**src/rtl/rv32i_mmio_timer.sv**
```systemverilog
// Memory-mapped timer: prescaled 32-bit counter, compare match with optional reload, level IRQ.
// Optional input-capture channel is built when TIMER_CAPTURE_EN is defined.
module rv32i_mmio_timer #(
  parameter int XLEN     = 32,
  parameter int PORT_LEN = 32,
  parameter int ADDR_LSB = 2,
  parameter int ADDR_W   = 3
) (
  input  logic                clk_i,
  input  logic                reset_ni,
  input  logic                sel_i,
  input  logic                write_i,
  input  logic                read_i,
  input  logic [XLEN-1:0]     addr_i,
  input  logic [PORT_LEN-1:0] data_i,
  input  logic                capture_i,
  output logic [PORT_LEN-1:0] data_o,
  output logic                irq_o
);

  localparam logic [ADDR_W-1:0] OFF_CTRL    = ADDR_W'(0);
  localparam logic [ADDR_W-1:0] OFF_STATUS  = ADDR_W'(1);
  localparam logic [ADDR_W-1:0] OFF_COUNT   = ADDR_W'(2);
  localparam logic [ADDR_W-1:0] OFF_COMPARE = ADDR_W'(3);
  localparam logic [ADDR_W-1:0] OFF_CAPTURE = ADDR_W'(4);

  logic                r_en, r_reload, r_irqen;
  logic [7:0]          r_presc, r_psc;
  logic [PORT_LEN-1:0] r_count, r_compare;
  logic                r_match, r_ovf;

  logic [ADDR_W-1:0]   w_off;
  logic                w_wr, w_wr_ctrl, w_wr_status, w_wr_count, w_wr_compare;
  logic                w_tick, w_hit, w_set_ovf;
  logic                w_cap_flag;
  logic [PORT_LEN-1:0] w_capture;
  logic [PORT_LEN-1:0] w_rdata;
  logic                w_unused;

  assign w_off        = addr_i[ADDR_LSB+ADDR_W-1:ADDR_LSB];
  assign w_wr         = sel_i & write_i;
  assign w_wr_ctrl    = w_wr & (w_off == OFF_CTRL);
  assign w_wr_status  = w_wr & (w_off == OFF_STATUS);
  assign w_wr_count   = w_wr & (w_off == OFF_COUNT);
  assign w_wr_compare = w_wr & (w_off == OFF_COMPARE);

  // Match is judged on the pre-write COUNT; a reload match takes precedence over the wrap.
  assign w_tick    = r_en & (r_psc == r_presc);
  assign w_hit     = w_tick & (r_count == r_compare);
  assign w_set_ovf = w_tick & (&r_count) & ~(w_hit & r_reload);

  always_ff @(posedge clk_i or negedge reset_ni) begin
    if (!reset_ni) begin
      r_en     <= 1'b0;
      r_reload <= 1'b0;
      r_irqen  <= 1'b0;
      r_presc  <= 8'd0;
    end else if (w_wr_ctrl) begin
      r_en     <= data_i[0];
      r_reload <= data_i[1];
      r_irqen  <= data_i[2];
      r_presc  <= data_i[15:8];
    end
  end

  always_ff @(posedge clk_i or negedge reset_ni) begin
    if (!reset_ni)      r_psc <= 8'd0;
    else if (w_wr_ctrl) r_psc <= 8'd0;
    else if (r_en)      r_psc <= w_tick ? 8'd0 : r_psc + 8'd1;
  end

  always_ff @(posedge clk_i or negedge reset_ni) begin
    if (!reset_ni)       r_count <= '0;
    else if (w_wr_count) r_count <= data_i;
    else if (w_tick)     r_count <= (w_hit & r_reload) ? '0 : r_count + PORT_LEN'(1);
  end

  always_ff @(posedge clk_i or negedge reset_ni) begin
    if (!reset_ni)         r_compare <= '0;
    else if (w_wr_compare) r_compare <= data_i;
  end

  // Hardware set beats a simultaneous write-one-to-clear.
  always_ff @(posedge clk_i or negedge reset_ni) begin
    if (!reset_ni) begin
      r_match <= 1'b0;
      r_ovf   <= 1'b0;
    end else begin
      r_match <= w_hit     | (r_match & ~(w_wr_status & data_i[0]));
      r_ovf   <= w_set_ovf | (r_ovf   & ~(w_wr_status & data_i[1]));
    end
  end

`ifdef TIMER_CAPTURE_EN
  logic                r_sync1, r_sync2, r_sync3;
  logic                r_cap;
  logic [PORT_LEN-1:0] r_capture;
  logic                w_cap_rise;

  assign w_cap_rise = r_sync2 & ~r_sync3;

  always_ff @(posedge clk_i or negedge reset_ni) begin
    if (!reset_ni) begin
      r_sync1   <= 1'b0;
      r_sync2   <= 1'b0;
      r_sync3   <= 1'b0;
      r_cap     <= 1'b0;
      r_capture <= '0;
    end else begin
      r_sync1 <= capture_i;
      r_sync2 <= r_sync1;
      r_sync3 <= r_sync2;
      r_cap   <= w_cap_rise | (r_cap & ~(w_wr_status & data_i[2]));
      if (w_cap_rise) r_capture <= r_count;
    end
  end

  assign w_cap_flag = r_cap;
  assign w_capture  = r_capture;
  assign w_unused   = ^{addr_i[XLEN-1:ADDR_LSB+ADDR_W], addr_i[ADDR_LSB-1:0]};
`else
  assign w_cap_flag = 1'b0;
  assign w_capture  = '0;
  assign w_unused   = ^{addr_i[XLEN-1:ADDR_LSB+ADDR_W], addr_i[ADDR_LSB-1:0], capture_i};
`endif

  always_comb begin
    w_rdata = '0;
    case (w_off)
      OFF_CTRL: begin
        w_rdata[0]    = r_en;
        w_rdata[1]    = r_reload;
        w_rdata[2]    = r_irqen;
        w_rdata[15:8] = r_presc;
      end
      OFF_STATUS: begin
        w_rdata[0] = r_match;
        w_rdata[1] = r_ovf;
        w_rdata[2] = w_cap_flag;
      end
      OFF_COUNT:   w_rdata = r_count;
      OFF_COMPARE: w_rdata = r_compare;
      OFF_CAPTURE: w_rdata = w_capture;
      default:     w_rdata = '0;
    endcase
  end

  assign data_o = (sel_i & read_i) ? w_rdata : '0;
  assign irq_o  = r_irqen & (r_match | r_ovf | w_cap_flag);

endmodule
```
**config.mk**
```make
export PLATFORM = sky130hd
export DESIGN_NAME = rv32i_mmio_timer
export DESIGN_NICKNAME = d
export VERILOG_FILES = /design/src/rtl/rv32i_mmio_timer.sv
export SDC_FILE = /design/constraint.sdc
export NUM_CORES = 1
export LEC_CHECK = 0
export ABC_AREA = 1
export CAP_MARGIN = 20
export CORE_MARGIN = 2
export CORE_UTILIZATION = 50
export DETAILED_ROUTE_END_ITERATION = 16
export PLACE_DENSITY = 0.76
export SETUP_SLACK_MARGIN = 0.2
export SYNTH_ARGS = -nofsm -noshare
export SYNTH_HDL_FRONTEND = slang
export SYNTH_SLANG_ARGS = --single-unit
```
**constraint.sdc**
```tcl
create_clock -name clk_i -period 2.7 [get_ports clk_i]
set_input_delay 0.405 -clock clk_i [delete_from_list [all_inputs] [get_ports clk_i]]
set_output_delay 0.405 -clock clk_i [all_outputs]
set_load 0.02 [all_outputs]
```
==> results.md, run 1 <==
- Worst setup path startpoint: addr_i[4]
- Cell Area, Placed: 6834 um^2
- Startpoint Class: input port
- Final setup fails: 0
- Placer Congestion: 0.8947
- Main synth FF type: dfrtp_1
- Storage cell area: 2127 um^2
- Starting Density: 51.38%
- CP arrival: 2.08 ns
- CTS sink cnt: 85
- Final slew viol count: 0
- Clock network power share: 21.1%
- Die W: 112.3 um
- Via Count: 5903
- Number of DRC markers in iteration 0: 543
- Cell Count Post-Placement: 1091
- Net Sw Frac: 42.31%
- Nets@finish: 1032
- Post-route insts no fill: 1106
- Final ANT Viol Nets: 0
- CTS tree: yes
- H-tree depth: 3
- Hold Buf Count CTS: 0
- Least-Margin Pin Slew: 0.4513 ns
- Synth Warn #: 0
- Fmax: 402.8 MHz
- Number of global-route vias before repair: 5601
- Final worst slack: 0.2175 ns
- DRT Pass-1 Iters: 5
- Global-route wire length before repair: 27800 um
- Cell area after layout: 6975 um^2
- Reg power frac: 41.7%
- Failing checks: hold timing
- Core area: 11420 um^2
- Initial antenna violation count: 0
- Fill cells: 1099
- Port bufs: 72
- CTS clk-pin slew, worst paths: 0.06 ns
- Skew final: 0.004951 ns
- Max transition margin: 69.63%
- Area occupied by multi-input gates: 3028 um^2
- CTS root buf: clkbuf_16
- Row cnt: 39
- Synth Register Bits: 85
- Reg2Reg Setup Slack: 0.52 ns
- VDD IR-drop max: 0.4643 mV
- IO Count: 103
- Outcome: complete, but fails checks
- Final cycle utilization of the critical path: 91.94%
- Bufs on Longest Clock Path: 2
- Leakage: 3.483 nW
- Minimum hold slack: -0.002017 ns
- Number of max-cap violations: 0
- Vias per Instance: 5.337
- Post-DP HPWL: 11940 um
- Pint: 0.003191 W
- Gr ovfl total: 0
- Most frequent cells in the layout: 310 x nand2_1, 136 x inv_1, 85 x dfrtp_1
- Reg-to-Reg Start: r_presc[5]
- Final Hold Fails: 7
- Insertion delay to the later sink of the worst-skew pair: 0.35 ns
- Hold Path Class: in2async
- Minimum clock period: 2.483 ns
- Post-synth EDFFs: 0
- Unrepaired setup endpoints after global routing: true
- Nature of the critical path endpoint: output pin
- Routed WL: 16610 um
- Largest net degree at the start of global routing: 55
- Net Switching: 0.002340 W
- Area of the mapped netlist: 5867 um^2
- Yosys cell types: 43
- Die Area: 12620 um^2
- Crit-path max FO: 14
- PD cells: 792.9 nW/um^2
- Commonest non-fill, non-tap cell in the layout: nand2_1
- Inserted Clock Buffers: 9
- Layout area overhead: 18.90%
- Syn nets: 959
- Pre-CTS worst setup slack: -0.1021 ns
- Crit path kind: in2out
- Die Ht: 112.3 um
- Share of the yosys chip area belonging to registers: 36.26%
- Logic pwr share: 37.2%
- Ant diodes: 0
- FFs w/ async S/R, synth: 100.0%
- Avg WL per Cell: 15.02 um
- Post-Synthesis Cells: 887
- Global-route usage over all layers: 27.68%
- WP data required: 2.30 ns
- Syn Area/Cell: 6.614 um^2
- Post-route DRC: 0
- Share of post-route cells with drive strength above 1: 9.865%
[flip-flops by register name (all words and copies together), names as in the netlist]
signal     flops
r_ovf          1
r_reload       1
r_psc          8
r_en           1
r_count       32
r_presc        8
r_compare     32
r_match        1
r_irqen        1
[cell usage after synthesis (3+ instances only)]
cell	number	area, um^2
a21oi_1	39	195.2
buf_2	8	40.04
buf_4	4	30.03
clkbuf_1	15	56.30
dfrtp_1	85	2127
inv_1	138	518.0
inv_2	7	26.28
nand2_1	312	1171
nand3_1	28	140.1
nand4_1	18	112.6
nor2_1	56	210.2
nor2_2	4	25.02
nor3_1	13	65.06
nor4_1	3	18.77
o21ai_0	44	220.2
o21bai_1	14	105.1
o221ai_1	3	26.28
o22ai_1	32	200.2
xnor2_1	9	78.83
xor2_1	22	192.7
[timing repair]
item	4_1_cts	5_1_grt
pin swaps	0	1
setup buffers	0	1
resized for setup	39	64
endpoints found under the setup margin	32	32
[critical path, stage by stage]
cell and delay, ns:
clkdlybuf4s50_1 0.60, nor3_4 0.08, buf_12 0.14, buf_12 0.14
a221oi_1 0.31, nor2_1 0.07, dlygate4sd2_1 0.33
[final cells by class]
class	instances	share of cell area, %
timing repair buffer	95	11.82
clock buffer	12	3.677
sequential	85	30.49
multi-input combinational	623	43.41
inverter	146	7.892
tap	143	2.565
clock inverter	2	0.1435
[final timing paths]
check                               endpoint  depth (start not counted)
max in group asynchronous       r_compare[0]                          2
worst max register to register   r_count[18]                         10
worst min-delay path            r_compare[3]                          1
worst min register to register       r_match                          2
min in group clk_i                   r_match                          2
worst max-delay path               data_o[1]                          7
[metal layers]
layer  vias to the layer above  GRT usage (%)  share of wire [%]
li1                       2940              -                  -
met1                      2724          38.96                 45
met2                       221          43.65                 46
met4                         0          9.106                1.4
met5                         -              0                  0
met3                        18          4.860                7.4
[power by group through the flow]
| stage | sequential [W] | combinational, W | clock (W) |
|---|---|---|---|
| finish | 0.00230 | 0.00206 | 0.00117 |
| global route | 0.00237 | 0.00236 | 0.00124 |
| CTS | 0.00228 | 0.00205 | 0.00118 |
| detailed placement | 0.00230 | 0.00203 | 0 |
| global placement | 0.00228 | 0.00198 | 0 |
| floorplan | 0.00204 | 0.00171 | 0 |
[cell families after synthesis]
| family | share of synthesized area [%] |
|---|---|
| muxes | 0.1919 |
| and+or+nand+nor | 32.05 |
| buffers and inverters | 12.41 |
| AOI/OAI and AO/OA | 14.03 |
| DFF | 36.26 |
| adders and majority gates | 0.4265 |
| xor gates and xnor gates | 4.628 |
[metrics by stage]
step                      TNS [ns]  util (%)  power (W)
final                            0     61.09   0.005531
after global routing             0     61.09   0.005967
after CTS                        0     61.99   0.005507
after detailed placement    -1.772     59.85   0.004328
after global placement      -2.155     59.85   0.004256
after floorplan                  0         -   0.003746
No activity file was read; power rests on OpenSTA's default activity.
==> run 2, diff against run 1 <==
Clock period 2.7 ns to 2.5 ns, I/O delays scaled along.
==> run 2 against run 1 <==
The run now ends clean. Wire length fell by 2.6%. Clock power rose by 13%. Clock skew rose by 0.0044 ns. Sequential share of layout area fell by 0.63 points. Final cell count rose by 0.72%. Worst hold slack improved by 0.50 ns. Register-to-register slack got worse by 0.14 ns. Via count fell by 0.85%. Power rose by 9.2%. Highest routed layer unchanged.
==> results.md, run 2 (same netlist as run 1, synthesis figures left out) <==
- R2R depth: 12
- Cell Count Post-Placement: 1095
- Post-route DRC: 0
- Number of global-route vias before repair: 5512
- Final setup fails: 0
- Final cycle utilization of the critical path: 89.53%
- Avg WL per Cell: 14.52 um
- Startpoint Class: input port
- Initial antenna violation count: 0
- Placer Congestion: 0.9131
- Max transition margin: 70.72%
- Number of max-cap violations: 0
- Commonest non-fill, non-tap cell in the layout: nand2_1
- Largest net degree at the start of global routing: 58
- Post-DP HPWL: 12040 um
- CTS sink cnt: 85
- Nets@finish: 1038
- CTS clk-pin slew, worst paths: 0.06 ns
- Ant diodes: 0
- Layout area overhead: 21.54%
- Crit path kind: in2out
- Post-route insts no fill: 1114
- Final worst slack: 0.2617 ns
- DRT Pass-1 Iters: 5
- PD cells: 847.1 nW/um^2
- CTS tree: yes
- Leakage: 3.553 nW
- VDD IR-drop max: 0.4673 mV
- Number of DRC markers in iteration 0: 401
- Die W: 112.3 um
- Skew final: 0.009358 ns
- Core area: 11420 um^2
- Final ANT Viol Nets: 0
- Die Area: 12620 um^2
- Global-route wire length before repair: 27000 um
- Hold Path Class: in2async
- Row cnt: 39
- Port bufs: 72
- Global-route usage over all layers: 26.88%
- Gr ovfl total: 0
- Sum of negative setup slack: 0 ns
- Outcome: complete, no violations
- Reg-to-Reg Start: r_count[7]
- Fmax: 446.8 MHz
- Vias per Instance: 5.254
- Die Ht: 112.3 um
- Final slew viol count: 0
- Top flop regs: r_compare (32), r_count (32)
- Starting Density: 51.38%
- Least-Margin Pin Slew: 0.4352 ns
- Pre-CTS worst setup slack: -0.2597 ns
- Inserted Clock Buffers: 9
- Cell Area, Placed: 6914 um^2
- Bufs on Longest Clock Path: 2
- Nature of the critical path endpoint: output pin
- Crit-path max FO: 14
- CTS root buf: clkbuf_16
- Fill cells: 1096
- IO Count: 103
- Total power: 0.006040 W
- WP data required: 2.12 ns
- Minimum clock period: 2.238 ns
- Final Hold Fails: 0
- Routed WL: 16170 um
- Unrepaired setup endpoints after global routing: true
- Reg2Reg Setup Slack: 0.38 ns
- Insertion delay to the later sink of the worst-skew pair: 0.35 ns
- H-tree depth: 3
- Via Count: 5853
- CP arrival: 1.86 ns
- Share of post-route cells with drive strength above 1: 10.92%
- Cell area after layout: 7131 um^2
- Most frequent cells in the layout: 310 x nand2_1, 137 x inv_1, 83 x dfrtp_1
- RR Endpoint: r_count[4]
==> run 2: cell types whose count changed in the layout (fill, tap and decap cells not counted), moves of 4 or more <==
cell	delta
buf_4	+4
clkbuf_2	-23
buf_12	+4
buf_2	+21
==> run 2: area by class of cell <==
class | count | area, um^2 | share of cell area [%]
tap | 143 | 178.9 | 2.509
inverter | 146 | 550.5 | 7.721
multi-input combinational | 623 | 3055 | 42.85
sequential | 85 | 2130 | 29.86
clock buffer | 16 | 291.5 | 4.088
timing repair buffer | 101 | 924.6 | 12.97
==> run 2: worst max path at each step <==
stage,startpoint,endpoint,slack [ns],cells after the start
floorplan,addr_i[3],data_o[16],0.59,6
global placement,addr_i[2],data_o[28],-0.25,8
detailed placement,addr_i[2],data_o[1],-0.26,8
CTS,addr_i[3],data_o[9],0.20,9
global route,addr_i[3],data_o[2],0.19,8
finish,addr_i[3],data_o[2],0.26,8
==> run 2: what timing repair did <==
| action | 4_1_cts | 5_1_grt |
|---|---|---|
| pin swaps | 1 | 3 |
| hold endpoints to repair | 28 | 0 |
| setup buffers | 0 | 2 |
| hold buffers | 1 | 0 |
| setup endpoints to repair | 32 | 40 |
| gates resized for setup | 118 | 20 |
==> run 2: per-layer routing <==
layer | wire [um] | vias to the layer above | track usage (%)
li1 | - | 2950 | -
met1 | 7457 | 2699 | 37.69
met4 | 288 | 0 | 9.675
met2 | 7407 | 183 | 42.41
met5 | 0 | - | 0
met3 | 1017 | 21 | 4.428
==> run 2: critical path: stages <==
cell	delay [ns]
clkdlybuf4s50_1	0.50
inv_2	0.07
nor3_4	0.15
buf_12	0.15
buf_12	0.14
a21oi_1	0.09
nor2_1	0.12
clkdlybuf4s15_2	0.27
==> run 2: where the power goes <==
| part | internal, W | switching (W) | total, W | leakage, nW |
|---|---|---|---|---|
| Clock | 0.000784 | 0.000539 | 0.00132 | 0.143 |
| Combinational | 0.000929 | 0.00130 | 0.00223 | 2.35 |
| Sequential | 0.00182 | 0.000669 | 0.00249 | 1.05 |
==> run 2: per-stage QoR <==
step                hold slack (ns)  util [%]
floorplan                   0.07941         -
global placement             0.3304     60.55
detailed placement           0.3313     60.55
CTS                          0.4990     62.44
global route                 0.5274     62.45
finish                       0.4992     62.45
==> run 3, diff against run 2 <==
Settings changed: PLACE_DENSITY 0.76 to default, PLACE_DENSITY_LB_ADDON from default to 0.15, REMOVE_ABC_BUFFERS from default to 1.
==> run 3 against run 2 <==
Final cell count is 0.72% higher. Clock skew is 0.0010 ns lower. Power is 0.89% higher. First-iteration DRC count is 24% higher. Global-route usage is 1.3 points higher. Largest cell class unchanged.
==> results.md, run 3 (same netlist as run 1, synthesis figures left out) <==
- Outcome: complete, no violations
- Row cnt: 39
- Die Ht: 112.3 um
- Fmax: 462.9 MHz
- Slowest library cell on the worst path: dlygate4sd2_1
- Unrepaired setup endpoints after global routing: false
- CP arrival: 1.79 ns
- Leakage: 3.613 nW
- Final ANT Viol Nets: 0
- Final Hold Fails: 0
- Least-Margin Pin Slew: 0.5714 ns
- Gr ovfl total: 0
- VDD IR-drop max: 0.5969 mV
- Number of max-cap violations: 0
- Port bufs: 72
- Inserted Clock Buffers: 9
- Nets@finish: 1048
- Post-route insts no fill: 1122
- Nature of the critical path endpoint: output pin
- Reg-to-Reg Start: r_count[1]
- Most frequent cells in the layout: 310 x nand2_1, 136 x inv_1, 85 x dfrtp_1
- Cell Area, Placed: 6972 um^2
- Routed WL: 16960 um
- Most Frequent Cell on Critical Path: buf_4
- Vias per Instance: 5.244
- Die W: 112.3 um
- Avg WL per Cell: 15.11 um
- WP data required: 2.12 ns
- CTS clk-pin slew, worst paths: 0.06 ns
- Core area: 11420 um^2
- Insertion delay to the later sink of the worst-skew pair: 0.35 ns
- Max transition margin: 61.77%
- Cell area after layout: 7302 um^2
- Skew final: 0.008317 ns
- Final cycle utilization of the critical path: 86.41%
- Starting Density: 51.38%
- Hold Path Class: in2async
- Largest net degree at the start of global routing: 49
- Critical Path End: data_o[2]
- Bufs on Longest Clock Path: 2
- CTS root buf: clkbuf_16
- Crit-path max FO: 5
- H-tree depth: 3
- Global-route wire length before repair: 28210 um
- Via Count: 5884
- Post-DP HPWL: 12250 um
- Startpoint Class: input port
- Critical path's largest stage delay: 0.28 ns
- Worst setup path startpoint: addr_i[2]
- RR Endpoint: r_count[20]
- CTS sink cnt: 85
- Final worst slack: 0.3397 ns
- Worst path depth: 9
- Total power: 0.006094 W
- Initial antenna violation count: 0
- R2R depth: 8
- Commonest non-fill, non-tap cell in the layout: nand2_1
- Worst path cell trace: dlygate4sd2_1 -> inv_1 -> nor3_2 -> buf_4 -> clkinvlp_4 -> o22ai_2 -> a21oi_1 -> nor2_1 -> buf_4
- Final slew viol count: 0
- Final setup fails: 0
- Minimum clock period: 2.160 ns
- Die Area: 12620 um^2
- Global-route usage over all layers: 28.14%
- CTS tree: yes
- Worst Path Buf+Inv: 5
- Worst path top cell family by delay: buffers and inverters
- PD cells: 834.6 nW/um^2
- Share of post-route cells with drive strength above 1: 12.26%
- Top flop regs: r_compare (32), r_count (32)
- DRT Pass-1 Iters: 5
- Cell Count Post-Placement: 1101
- Placer Congestion: 0.9999
- Layout area overhead: 24.46%
- IO Count: 103
- Post-route DRC: 0
- Pre-CTS worst setup slack: -0.2310 ns
- Number of global-route vias before repair: 5619
- Ant diodes: 0
- Crit path kind: in2out
- Number of DRC markers in iteration 0: 498
- Reg2Reg Setup Slack: 0.43 ns
## run 3: final cells by class
| class | instances | area [um^2] |
|---|---|---|
| inverters | 146 | 554.3 |
| fillers | 1103 | 4116 |
| flip-flops and latches | 85 | 2127 |
| clock inverters | 2 | 35.03 |
| repair buffers | 111 | 1082 |
| well taps | 143 | 178.9 |
| clock buffers | 12 | 246.5 |
| multi-input cells | 623 | 3078 |
## run 3: per-stage QoR
step	hold slack [ns]	utilization, %	setup TNS, ns
after CTS	0.4736	63.28	0
after global routing	0.5023	63.95	0
after global placement	0.2960	61.06	-5.305
final	0.4642	63.95	0
after floorplan	0.07941	-	-49.56
after detailed placement	0.2975	61.06	-5.191
## run 3: report_power, final
group / switching (W) / total (W) / internal (W)
Combinational: 0.00133 / 0.00228 / 0.000943
Sequential: 0.000666 / 0.00248 / 0.00182
Clock: 0.000544 / 0.00133 / 0.000790
## run 3: worst min-delay path by stage
stage / from / end / slack [ns] / cells past startpoint
floorplan: reset_ni / r_compare[0] / 0.08 / 0
global placement: reset_ni / r_psc[3] / 0.30 / 1
global route: reset_ni / r_psc[4] / 0.50 / 2
detailed placement: reset_ni / r_psc[3] / 0.30 / 1
CTS: reset_ni / r_psc[3] / 0.47 / 2
finish: reset_ni / r_psc[3] / 0.46 / 2
## run 3: routing by layer
layer	up-vias	share of wire (%)	GRT usage (%)
met4	0	0.94	6.260
met3	16	6.1	5.292
li1	2967	-	-
met1	2730	49	41.87
met5	-	0	0
met2	171	44	42.97
## run 3: repair_timing
| item | 4_1_cts | 5_1_grt |
|---|---|---|
| pin swaps | 0 | 5 |
| gates resized for setup | 119 | 14 |
| buffers inserted | 2 | 4 |
| hold buffers | 1 | 0 |
| setup endpoints to repair | 32 | 38 |
| hold endpoints to repair | 21 | 0 |
